File: src/rtl/screen_pkg.sv
// Shared definitions for the 160x120, 3-bit-colour screen controller.
package screen_pkg;

  localparam int SCREEN_W     = 160;
  localparam int SCREEN_H     = 120;
  localparam int FRAME_PIXELS = SCREEN_W * SCREEN_H;

  localparam int X_W        = 8;
  localparam int Y_W        = 7;
  localparam int ROM_ADDR_W = 15;

  localparam logic [2:0] BLACK = 3'b000;
  localparam logic [2:0] RED   = 3'b100;

  typedef enum logic [2:0] {
    S_TITLE_FILL,
    S_TITLE_HOLD,
    S_CLEAR_FILL,
    S_GAME,
    S_OVER_FILL,
    S_OVER_HOLD
  } state_t;

  function automatic logic is_fill(input state_t s);
    return (s == S_TITLE_FILL) || (s == S_CLEAR_FILL) || (s == S_OVER_FILL);
  endfunction

endpackage

File: src/rtl/raster_scanner.sv
// Column/row/linear-address raster counters for full-frame fills, x fastest.
module raster_scanner #(
  parameter int W   = 160,
  parameter int H   = 120,
  parameter int X_W = 8,
  parameter int Y_W = 7,
  parameter int A_W = 15
) (
  input  logic           clk,
  input  logic           rst_n,
  input  logic           start_i,
  input  logic           active_i,
  output logic [X_W-1:0] col_o,
  output logic [Y_W-1:0] row_o,
  output logic [A_W-1:0] addr_o,
  output logic           last_o
);

  logic [X_W-1:0] col_q, col_d;
  logic [Y_W-1:0] row_q, row_d;
  logic [A_W-1:0] addr_q, addr_d;
  logic           col_last, row_last;

  assign col_last = (col_q == X_W'(W - 1));
  assign row_last = (row_q == Y_W'(H - 1));
  assign last_o   = active_i && col_last && row_last;

  // The address advances alongside col/row, so no multiply or divide is needed.
  always_comb begin
    // NOTE: every always_comb output gets a default first so no path can infer a latch.
    col_d  = col_q;
    row_d  = row_q;
    addr_d = addr_q;
    if (start_i) begin
      col_d  = '0;
      row_d  = '0;
      addr_d = '0;
    end else if (active_i) begin
      if (col_last) begin
        col_d = '0;
        row_d = row_last ? '0 : row_q + Y_W'(1);
      end else begin
        col_d = col_q + X_W'(1);
      end
      addr_d = (col_last && row_last) ? '0 : addr_q + A_W'(1);
    end
  end

  // NOTE: state registers use non-blocking assignments so every flop samples pre-edge values.
  always_ff @(posedge clk or negedge rst_n) begin
    if (!rst_n) begin
      col_q  <= '0;
      row_q  <= '0;
      addr_q <= '0;
    end else begin
      col_q  <= col_d;
      row_q  <= row_d;
      addr_q <= addr_d;
    end
  end

  assign col_o  = col_q;
  assign row_o  = row_q;
  assign addr_o = addr_q;

endmodule

File: src/rtl/screen_sequencer.sv
// Screen controller: title/clear/game/game-over sequencing, raster fills and
// arbitration of the single VGA plot port.
module screen_sequencer
  import screen_pkg::*;
#(
  parameter int         WIDTH        = SCREEN_W,
  parameter int         HEIGHT       = SCREEN_H,
  parameter int         ADDR_W       = ROM_ADDR_W,
  parameter logic [2:0] OVER_COLOUR  = RED,
  parameter logic [2:0] CLEAR_COLOUR = BLACK
) (
  input  logic              clk,
  input  logic              rst,
  input  logic              start_key,
  input  logic              game_over,
  input  logic              game_req,
  input  logic [7:0]        game_x,
  input  logic [6:0]        game_y,
  input  logic [2:0]        game_colour,
  output logic              game_ack,
  output logic [ADDR_W-1:0] rom_address,
  input  logic [2:0]        rom_q,
  output logic [7:0]        vga_x,
  output logic [6:0]        vga_y,
  output logic [2:0]        vga_colour,
  output logic              vga_plot,
  output logic              fill_done,
  output logic              in_game
);

  state_t state_q, state_d;

  logic              fill_active, scan_start, scan_last;
  logic [7:0]        scan_col;
  logic [6:0]        scan_row;
  logic [ADDR_W-1:0] scan_addr;

  logic       plot_q, plot_d;
  logic [7:0] x_q, x_d;
  logic [6:0] y_q, y_d;
  logic [2:0] colour_q, colour_d;
  logic       src_rom_q, src_rom_d;
  logic       done_q, done_d;

  assign fill_active = is_fill(state_q);

  raster_scanner #(
    .W   (WIDTH),
    .H   (HEIGHT),
    .X_W (8),
    .Y_W (7),
    .A_W (ADDR_W)
  ) u_scanner (
    .clk      (clk),
    .rst_n    (rst),
    .start_i  (scan_start),
    .active_i (fill_active),
    .col_o    (scan_col),
    .row_o    (scan_row),
    .addr_o   (scan_addr),
    .last_o   (scan_last)
  );

  always_comb begin
    state_d = state_q;
    unique case (state_q)
      S_TITLE_FILL: if (scan_last) state_d = S_TITLE_HOLD;
      S_TITLE_HOLD: if (start_key) state_d = S_CLEAR_FILL;
      S_CLEAR_FILL: if (scan_last) state_d = S_GAME;
      S_GAME:       if (game_over) state_d = S_OVER_FILL;
      S_OVER_FILL:  if (scan_last) state_d = S_OVER_HOLD;
      S_OVER_HOLD:  if (start_key) state_d = S_TITLE_FILL;
      default:      state_d = S_TITLE_FILL;
    endcase
    scan_start = is_fill(state_d) && (state_d != state_q);
  end

  assign game_ack = (state_q == S_GAME) && game_req && !game_over;

  // One pixel source per state feeds a single registered plot stage.
  always_comb begin
    plot_d    = 1'b0;
    x_d       = x_q;
    y_d       = y_q;
    colour_d  = colour_q;
    src_rom_d = 1'b0;
    done_d    = scan_last;
    unique case (state_q)
      S_TITLE_FILL: begin
        plot_d    = 1'b1;
        x_d       = scan_col;
        y_d       = scan_row;
        src_rom_d = 1'b1;
      end
      S_CLEAR_FILL: begin
        plot_d   = 1'b1;
        x_d      = scan_col;
        y_d      = scan_row;
        colour_d = CLEAR_COLOUR;
      end
      S_OVER_FILL: begin
        plot_d   = 1'b1;
        x_d      = scan_col;
        y_d      = scan_row;
        colour_d = OVER_COLOUR;
      end
      S_GAME: begin
        if (game_ack) begin
          plot_d   = 1'b1;
          x_d      = game_x;
          y_d      = game_y;
          colour_d = game_colour;
        end
      end
      default: ;
    endcase
  end

  always_ff @(posedge clk or negedge rst) begin
    if (!rst) begin
      state_q   <= S_TITLE_FILL;
      plot_q    <= 1'b0;
      x_q       <= '0;
      y_q       <= '0;
      colour_q  <= '0;
      src_rom_q <= 1'b0;
      done_q    <= 1'b0;
    end else begin
      state_q   <= state_d;
      plot_q    <= plot_d;
      x_q       <= x_d;
      y_q       <= y_d;
      colour_q  <= colour_d;
      src_rom_q <= src_rom_d;
      done_q    <= done_d;
    end
  end

  assign rom_address = (state_q == S_TITLE_FILL) ? scan_addr : '0;

  // The title ROM's own output register supplies the colour in the plot cycle,
  // keeping title pixels aligned with the registered coordinates.
  assign vga_colour = src_rom_q ? rom_q : colour_q;
  assign vga_x      = x_q;
  assign vga_y      = y_q;
  assign vga_plot   = plot_q;
  assign fill_done  = done_q;
  assign in_game    = (state_q == S_GAME);

endmodule
File: config.mk
export PLATFORM = sky130hd
export DESIGN_NAME = screen_sequencer
export DESIGN_NICKNAME = d
export VERILOG_FILES = /design/src/rtl/screen_pkg.sv /design/src/rtl/raster_scanner.sv /design/src/rtl/screen_sequencer.sv
export SDC_FILE = /design/constraint.sdc
export NUM_CORES = 1
export LEC_CHECK = 0
export CAP_MARGIN = 25
export CORE_MARGIN = 2
export CORE_UTILIZATION = 51
export CTS_BUF_LIST = sky130_fd_sc_hd__clkbuf_4 sky130_fd_sc_hd__clkbuf_8 sky130_fd_sc_hd__clkbuf_16
export DETAILED_ROUTE_END_ITERATION = 6
export HOLD_SLACK_MARGIN = 0.12
export PLACE_DENSITY = 0.79
export SLEW_MARGIN = 20
export SYNTH_ARGS = -nofsm -noshare
export SYNTH_HDL_FRONTEND = slang
export SYNTH_HIERARCHICAL = 1
export SYNTH_SLANG_ARGS = --single-unit
File: constraint.sdc
create_clock -name clk -period 2.7 [get_ports clk]
set_input_delay 0.27 -clock clk [delete_from_list [all_inputs] [get_ports clk]]
set_output_delay 0.27 -clock clk [all_outputs]
set_load 0.01 [all_outputs]
[After elaboration in Yosys (flattened, before gate mapping)]
Index checks and enable logic that the tools add are counted.
Cells by class
  add/subtract/negate cells: 3
  multiplexer cells: 28
  equal/unequal tests: 11
  reduce and logical (&&, ||, !) cells: 21
Operators with widths (count)
  2-to-1 mux 15 bit: 4
  2-to-1 mux 7 bit: 5
  2-to-1 mux 8 bit: 4
  2-to-1 mux 3 bit: 8
  one-hot mux 3 bit (6 select lines): 1
  one-hot mux 8 bit (2 select lines): 1
  adder 15 x 1 -> 15 bit (second input constant): 1
  one-hot mux 7 bit (2 select lines): 1
  equality test 3 x 2 -> 1 bit (second input constant): 3
  equality test 3 bit (second input constant): 3
  one-hot mux 3 bit (3 select lines): 1
  adder 8 x 1 -> 8 bit (second input constant): 1
  equality test 8 bit (second input constant): 1
  adder 7 x 1 -> 7 bit (second input constant): 1
  equality test 7 bit (second input constant): 1
  logical AND 1 bit: 6
  logical NOT 3 bit: 2
  AND reduction 2 bit: 3
  nonzero test 2 bit: 3
  logical OR 1 bit: 4
  equality test 3 x 1 -> 1 bit (second input constant): 1
  inequality test 3 bit: 1
  nonzero test 3 bit: 1
  OR reduction 3 bit: 1
  4 further kinds: 5
Storage, ports and cells
  output and inout bits: 37
  input bits: 26
  logic and storage cells: 73
  register bits after elaboration: 54

[Longest topological paths before layout]
Gate-level depths: netlist (run 1).
  depth in word-level cells: 13
  depth in mapped cells: 9

[By module]
The synthesis (run 1) kept the hierarchy.
By module, submodules not included
  raster_scanner: times used 1, area an instance 1620.3 sq um, cells each 172, seq. area each 750.7 sq um
  screen_sequencer: times used 1, area an instance 1271.2 sq um, cells each 128, seq. area each 600.6 sq um

[Least setup slack after synthesis (run 1)]
OpenSTA, ideal clock, no wires.
  path kind: register to register
  from: register state_q[1]
  to: register u_scanner.addr_q[10] (netlist: u_scanner/addr_o[10])
  arrival: 1.893 ns
  path slack: 0.686 ns
  clock period less this slack: 2.014 ns
  buffers on the path: 3
  cell stages (with the launch flop): 10
  cell sequence: dfrtp_1 buf_4 a21o_1 buf_4 inv_1 and4bb_2 nand2_2 o21bai_2 buf_2 nor2_1
On the way
  word-level cells in the longest chain between the ends: 12
  elaborated cells on any way between the ends: 26
Ends and longest elaborated chain
  start: declaration: line screen_sequencer.sv:31  | state_t state_q, state_d;
  start signal: assignment: line screen_sequencer.sv:129  | state_q <= state_d;
  equality test 3 x 2 -> 1 bit or logical NOT 3 bit (tied branches): line screen_pkg.sv:25  | return (s == S_TITLE_FILL) || (s == S_CLEAR_FILL) || (s == S_OVER_FILL);
  logical OR 1 bit: line screen_pkg.sv:25
  logical OR 1 bit (*): line screen_pkg.sv:25
  net fill_active: line screen_sequencer.sv:33  | logic fill_active, scan_start, scan_last;
  logical AND 1 bit (2 in series): line raster_scanner.sv:26  | assign last_o = active_i && col_last && row_last;
  2-to-1 mux 3 bit, on equally long branches: line screen_sequencer.sv:71, screen_sequencer.sv:67, screen_sequencer.sv:69
  one-hot mux 3 bit (6 select lines): line screen_sequencer.sv:66  | unique case (state_q)
  equality test 3 x 2 -> 1 bit or logical NOT 3 bit (tied branches): line screen_pkg.sv:25
  logical OR 1 bit (2 in series): line screen_pkg.sv:25
  logical AND 1 bit: line screen_sequencer.sv:75  | scan_start = is_fill(state_d) && (state_d != state_q);
  2-to-1 mux 15 bit or nonzero test 2 bit (tied branches)
  end signal: assignment: line raster_scanner.sv:58  | addr_q <= addr_d;
  end: declaration: line raster_scanner.sv:21  | logic [A_W-1:0] addr_q, addr_d;
The timed path passes the listed nets; every way through them passes the cells marked *.
A chain may end at the register's enable or synchronous reset.

[Worst setup path after layout (run 1)]
  from: register state_q[1]
  to: output rom_address[9]
On the way
  word-level cells in the longest chain between the ends: 2
Ends and longest elaborated chain
  logical NOT 3 bit: line screen_sequencer.sv:139  | assign rom_address = (state_q == S_TITLE_FILL) ? scan_addr : '0;
  2-to-1 mux 15 bit: line screen_sequencer.sv:139
  end: declaration: line screen_sequencer.sv:21  | output logic [ADDR_W-1:0] rom_address,
Every way passes these cells.

==> impl_metrics.csv, run 1 <==
group,metric,value,unit
status,status,"finished clean",
cts,cts.sinks,54,
timing,worst_slew_pin_slew,642,ps
cts,clockRootBuffer,"clkbuf_8",
timing,fmax,0.409,GHz
worst_hold_path,hold_depth,2,
logic_synthesis,ys_seq_area_frac,0.467,
grt,gr-usage-all-layers,0.201,
route,vias,2421,
floorplan,die_h,79.3,µm
logic_synthesis,synth_flop_cell,"dfrtp_1",
cts,clk_pin_slew_worst_paths,100,ps
cts,cts_max_level,2,
floorplan,initial_core_util,0.525,
cts,hold_buffers,1,
grt,grt_max_degree,55,
logic_synthesis,yosysMostFrequentCell,"dfrtp_1",
logic_synthesis,async_flop_share,1.00,
floorplan,die_area,6290,µm²
finish,fin_nets,389,
cts,insertion_delay,310,ps
timing,setup_viol,0,
placement,place_congestion,0.873,
finish,drive_gt1_frac,0.0886,
finish,final_cells,433,
floorplan,fp.dieW,79.3,µm
logic_synthesis,synth_top_area_cell,"dfrtp_1",
route,routedWlPerCell,14.0,µm
logic_synthesis,ys_types,53,
cts,cts_made_buffers,5,
timing,slew_headroom,0.572,
logic_synthesis,synth_edf_count,0,
timing,hold_violations,0,
power_and_ir_drop,peakVddDrop,0.239,mV
grt,antenna_found_initial,0,
finish,fillers,455,
grt,grt_pass1_vias,2271,
worst_hold_path,hp-class,"register to register",
logic_synthesis,yosysTopAreaCellShare,0.467,
timing,slew_violations,0,
route,ant_nets,0,
cts,cts_tree,"yes",
floorplan,core-area,5510,µm²
timing,finalCritPeriodShare,0.906,
worst_setup_path,worst-path-max-fanout,16,
floorplan,io_pins,63,
logic_synthesis,synthCells,300,
power_and_ir_drop,power.total,1.42,mW
logic_synthesis,yosysWarnings,6,
floorplan,rows,27,
logic_synthesis,ys_ff_latch,54,
finish,syn_to_final_growth,26.8,%
worst_setup_path,worstSetupPathType,"register to primary output",
timing,fin_worst_skew,8.29,ps
job,max-cap-violations,0,
timing,setup_tns,0,ps
grt,overflow,0,
cts,post_cts_buffers,0,
timing,rsz0062_at_grt,"no",
placement,dp_hpwl,4420,µm
worst_setup_path,end_kind,"primary output",
cts,clk_path_buf_depth,2,
cts,cts_resized,0,
placement,port_buffers,62,
worst_setup_path,crit_arrival,2180,ps
worst_setup_path,critPathRequiredTime,2430,ps
route,vias_per_cell,5.59,
grt,grt_first_pass_wirelength,10100,µm
worst_setup_path,reg2regPathDepth,7,
route,drc,0,
route,drt_iter0_markers,107,
timing,min_period,2450,ps
logic_synthesis,synthTopCellsByArea,"dfrtp_1 (47%), a21oi_1 (4.8%), o32ai_1 (4.5%), xor2_1 (3.3%), and2_1 (3.2%)",
worst_setup_path,critPathLaunchType,"register",
logic_synthesis,syn-num-nets,329,
route,drt_wl_total,6080,µm
power_and_ir_drop,power.density,388,nW/µm²
power_and_ir_drop,p_leak,1.55,nW
finish,insertedDiodeCount,0,
logic_synthesis,ys_top_cells_by_count,"dfrtp_1 (54), a21oi_1 (28), inv_1 (22)",
placement,dp_cells,424,
logic_synthesis,synth_area_per_cell,9.64,µm²
logic_synthesis,synth_area,2890,µm²
route,dr.pass1.iters,5,
-- placed cells by master (no fill, tap or decap), types with 2 or more instances in the layout --
cell             instances
a21oi_1                 28
a32o_1                   3
and2_1                  15
and3_1                   2
and4_1                   4
buf_4                    4
clkbuf_8                 5
clkdlybuf4s50_1         61
dfrtp_1                 54
ha_1                     3
inv_1                   22
inv_2                    3
mux2_2                   3
mux2i_1                  2
nand2_1                 19
nand2b_1                 3
nand3_1                 16
nand4_1                  7
nor2_1                  21
nor2b_1                  3
nor3_1                   3
nor4_1                   2
o211ai_1                 2
o21ai_0                  5
o21ai_1                  5
o32ai_1                 15
or2_2                    2
or3_1                    6
xnor2_1                  5
xor2_1                  11
-- registers in the layout, indices dropped and copies added (netlist names) --
name / count
u_scanner/addr_o: 15
u_scanner/col_o: 8
fill_done: 1
state_q: 3
colour_q: 3
u_scanner/row_o: 7
vga_y: 7
vga_plot: 1
vga_x: 8
src_rom_q: 1
-- report_power, final --
group	internal, mW	switching [mW]
Sequential	0.809	0.000524
Clock	0.278	0.265
Combinational	0.0413	0.0292
Total	1.13	0.295
-- worst max-delay path, cell delays in order, from the launching register on --
cell             delay (ps)
dfrtp_1                 540
nor3_2                  570
and2_1                  210
clkdlybuf4s50_1         540
-- metrics by stage --
step | hold slack, ps | util | cell area [µm²] | worst slack (ps)
floorplan | -25.6 | - | 2890 | 686
global placement | 430 | 0.643 | 3540 | 379
detailed placement | 428 | 0.643 | 3540 | 350
CTS | 520 | 0.666 | 3670 | 201
global route | 533 | 0.666 | 3670 | 53.1
finish | 518 | 0.666 | 3670 | 254
-- layout make-up --
cell class	count	area, µm²	area share
multi-input cells	207	1360	0.372
flip-flops and latches	54	1350	0.369
repair buffers	67	656	0.179
inverters	25	93.8	0.0256
well taps	72	90.1	0.0246
clock buffers	5	68.8	0.0188
clock inverters	3	43.8	0.0119
-- path summary, 6_finish.rpt --
kind,start,to,slack (ps)
min in group asynchronous,rst,u_scanner/addr_o[5],590
min,vga_y[2],vga_y[2],520
max,state_q[1],rom_address[9],250
max in group asynchronous,rst,vga_x[3],1680
max reg2reg,state_q[1],u_scanner/addr_o[13],470
min reg2reg,vga_y[2],vga_y[2],520
-- metal layers --
layer | track usage | wire length [µm] | vias up
met5 | 0 | 0 | -
met4 | 0.0741 | 99 | 0
met3 | 0.0239 | 273 | 11
met2 | 0.353 | 2990 | 56
met1 | 0.254 | 2720 | 1175
li1 | - | - | 1179
-- kinds of logic (layout without fill, tap and decap cells) --
logic type      count (synthesis)  count (layout)  share of synthesized area
xor+xnor                       16              16                     0.0485
compound gates                 69              69                      0.170
fa+ha+maj                       3               3                     0.0130
buf+inv                        39             100                     0.0614
flops                          54              54                      0.467
simple gates                  114             114                      0.221
mux                             5               5                     0.0186
Note: power is estimated with default switching activity, not from simulation.
==> inputs of run 2 (changes only) <==
--- a/config.mk
+++ b/config.mk
@@ -7,11 +7,11 @@
 export LEC_CHECK = 0
 export CAP_MARGIN = 25
 export CORE_MARGIN = 2
-export CORE_UTILIZATION = 51
+export CORE_UTILIZATION = 46
 export CTS_BUF_LIST = sky130_fd_sc_hd__clkbuf_4 sky130_fd_sc_hd__clkbuf_8 sky130_fd_sc_hd__clkbuf_16
 export DETAILED_ROUTE_END_ITERATION = 6
 export HOLD_SLACK_MARGIN = 0.12
-export PLACE_DENSITY = 0.79
+export PLACE_DENSITY = 0.75
 export SLEW_MARGIN = 20
 export SYNTH_ARGS = -nofsm -noshare
 export SYNTH_HDL_FRONTEND = slang
==> constraint.sdc (replaced) <==
create_clock -name clk -period 2.15 [get_ports clk]
set_input_delay 0.215 -clock clk [delete_from_list [all_inputs] [get_ports clk]]
set_output_delay 0.215 -clock clk [all_outputs]
set_load 0.01 [all_outputs]
==> run 2 against run 1 <==
  * Power is 27% higher
  * Critical path type unchanged
  * Global-route usage hardly changed
  * Highest routed layer unchanged
  * First-iteration DRC count grew 56%
==> impl_metrics.csv, run 2 (synthesized netlist as in run 1, its figures left out) <==
group,metric,value,unit
status,status,"finished clean",
worst_setup_path,worst-path-max-fanout,9,
finish,fin_nets,401,
timing,hold_violations,0,
timing,worst_slew_pin_slew,629,ps
cts,cts_tree,"yes",
worst_setup_path,r2r_end,"u_scanner/addr_o[14]",
power_and_ir_drop,p_leak,1.69,nW
timing,finalCritPeriodShare,0.983,
finish,final_cell_mix,"clkdlybuf4s50_1 (57), dfrtp_1 (53), a21oi_1 (28), inv_1 (22), nor2_1 (20)",
worst_hold_path,hp-class,"input pin to async pin",
floorplan,initial_core_util,0.483,
timing,rsz0062_at_grt,"yes",
worst_setup_path,reg2regPathDepth,8,
floorplan,core-area,5990,µm²
cts,insertion_delay,310,ps
cts,cts_made_buffers,5,
floorplan,die_h,83.3,µm
cts,clk_path_buf_depth,2,
route,routedWlPerCell,14.8,µm
timing,setup_viol,0,
worst_setup_path,r2r_start,"state_q[1]",
finish,layout_commonest_cell,"clkdlybuf4s50_1",
floorplan,die_area,6940,µm²
placement,dp_hpwl,4820,µm
cts,clk_pin_slew_worst_paths,90,ps
worst_setup_path,worstSetupPathType,"register to primary output",
grt,grt_max_degree,29,
finish,drive_gt1_frac,0.123,
grt,grt_first_pass_wirelength,11500,µm
worst_setup_path,crit_arrival,1900,ps
timing,slew_violations,0,
grt,gr-usage-all-layers,0.201,
route,drt_wl_total,6650,µm
placement,place_congestion,0.833,
route,ant_nets,0,
job,max-cap-violations,0,
finish,fillers,482,
cts,cts.sinks,54,
floorplan,rows,28,
finish,fin_util,0.635,
power_and_ir_drop,power.density,476,nW/µm²
timing,min_period,2110,ps
route,drc,0,
grt,antenna_found_initial,0,
floorplan,fp.dieW,83.3,µm
worst_setup_path,ff2ff_setup_slack,200,ps
worst_setup_path,end_kind,"primary output",
route,vias_per_cell,5.45,
cts,cts_max_level,2,
placement,port_buffers,62,
cts,clockRootBuffer,"clkbuf_8",
timing,fin_worst_skew,5.64,ps
finish,largest_reg_flops,15,
power_and_ir_drop,power.total,1.81,mW
worst_setup_path,critPathLaunchType,"register",
route,vias,2443,
timing,fmax,0.473,GHz
worst_setup_path,critPathRequiredTime,1930,ps
finish,syn_to_final_growth,31.6,%
grt,grt_pass1_vias,2356,
route,drt_iter0_markers,167,
power_and_ir_drop,peakVddDrop,0.241,mV
finish,insertedDiodeCount,0,
timing,slew_headroom,0.581,
grt,overflow,0,
route,dr.pass1.iters,4,
floorplan,io_pins,63,
run 2: cell types whose count changed in the layout (fill, tap and decap cells not counted), moves of 2 or more:
cell / previous run / this run
clkdlybuf4s50_1: 61 / 57
buf_4: 4 / 15
dlymetal6s2s_1: 0 / 4
clkbuf_4: 0 / 2
run 2: area by class of cell:
cell class | instances | area (µm²) | share of cell area
Sequential cell | 54 | 1350 | 0.355
Clock inverter | 1 | 30.0 | 0.00789
Multi-Input combinational cell | 207 | 1380 | 0.364
Inverter | 25 | 93.8 | 0.0247
Timing Repair Buffer | 79 | 768 | 0.202
Clock buffer | 7 | 83.8 | 0.0220
Tap cell | 75 | 93.8 | 0.0247
run 2: per-layer routing:
metal	vias up	wire, µm	global-route usage
li1	1206	-	-
met3	9	234	0.0408
met5	-	0	0
met2	57	3290	0.334
met1	1171	3010	0.265
met4	0	114	0.0596
run 2: through the flow:
stage	setup TNS, ps	hold slack, ps	cells	area, µm²	setup slack [ps]
2_1_floorplan	0	-80.6	300	2890	136
3_3_place_gp	0	269	436	3630	52.7
3_5_place_dp	-4.52	267	436	3630	-4.52
4_1_cts	0	478	447	3780	8.54
5_1_grt	-458	499	448	3810	-58.2
6_report	0	449	448	3810	36.6
run 2: power by group:
part	switching, mW	internal, mW
clock network	0.324	0.374
logic	0.0392	0.0566
registers	0.000812	1.02
run 2: worst max-delay path by stage:
| stage | start | endpoint | slack [ps] | cells past startpoint |
|---|---|---|---|---|
| floorplan | state_q[1] | u_scanner/addr_o[10] | 140 | 9 |
| CTS | state_q[1] | rom_address[6] | 9 | 5 |
| detailed placement | start_key | u_scanner/addr_o[14] | -5 | 8 |
| finish | state_q[1] | rom_address[3] | 40 | 5 |
| global placement | start_key | u_scanner/addr_o[14] | 50 | 8 |
| global route | state_q[1] | rom_address[3] | -60 | 5 |
run 2: what timing repair did:
item                       4_1_cts  5_1_grt
gates resized for setup          6        5
pin swaps                        1        0
setup endpoints to repair       13       18
hold endpoints to repair        26        0
hold buffers                     1        0
gates cloned                     1        0
setup buffers                    1        1
run 2: critical path: stages (launching register included):
cell,delay [ps]
dfrtp_1,390
buf_4,180
nor3_4,180
buf_4,170
and2_1,130
clkdlybuf4s50_1,530
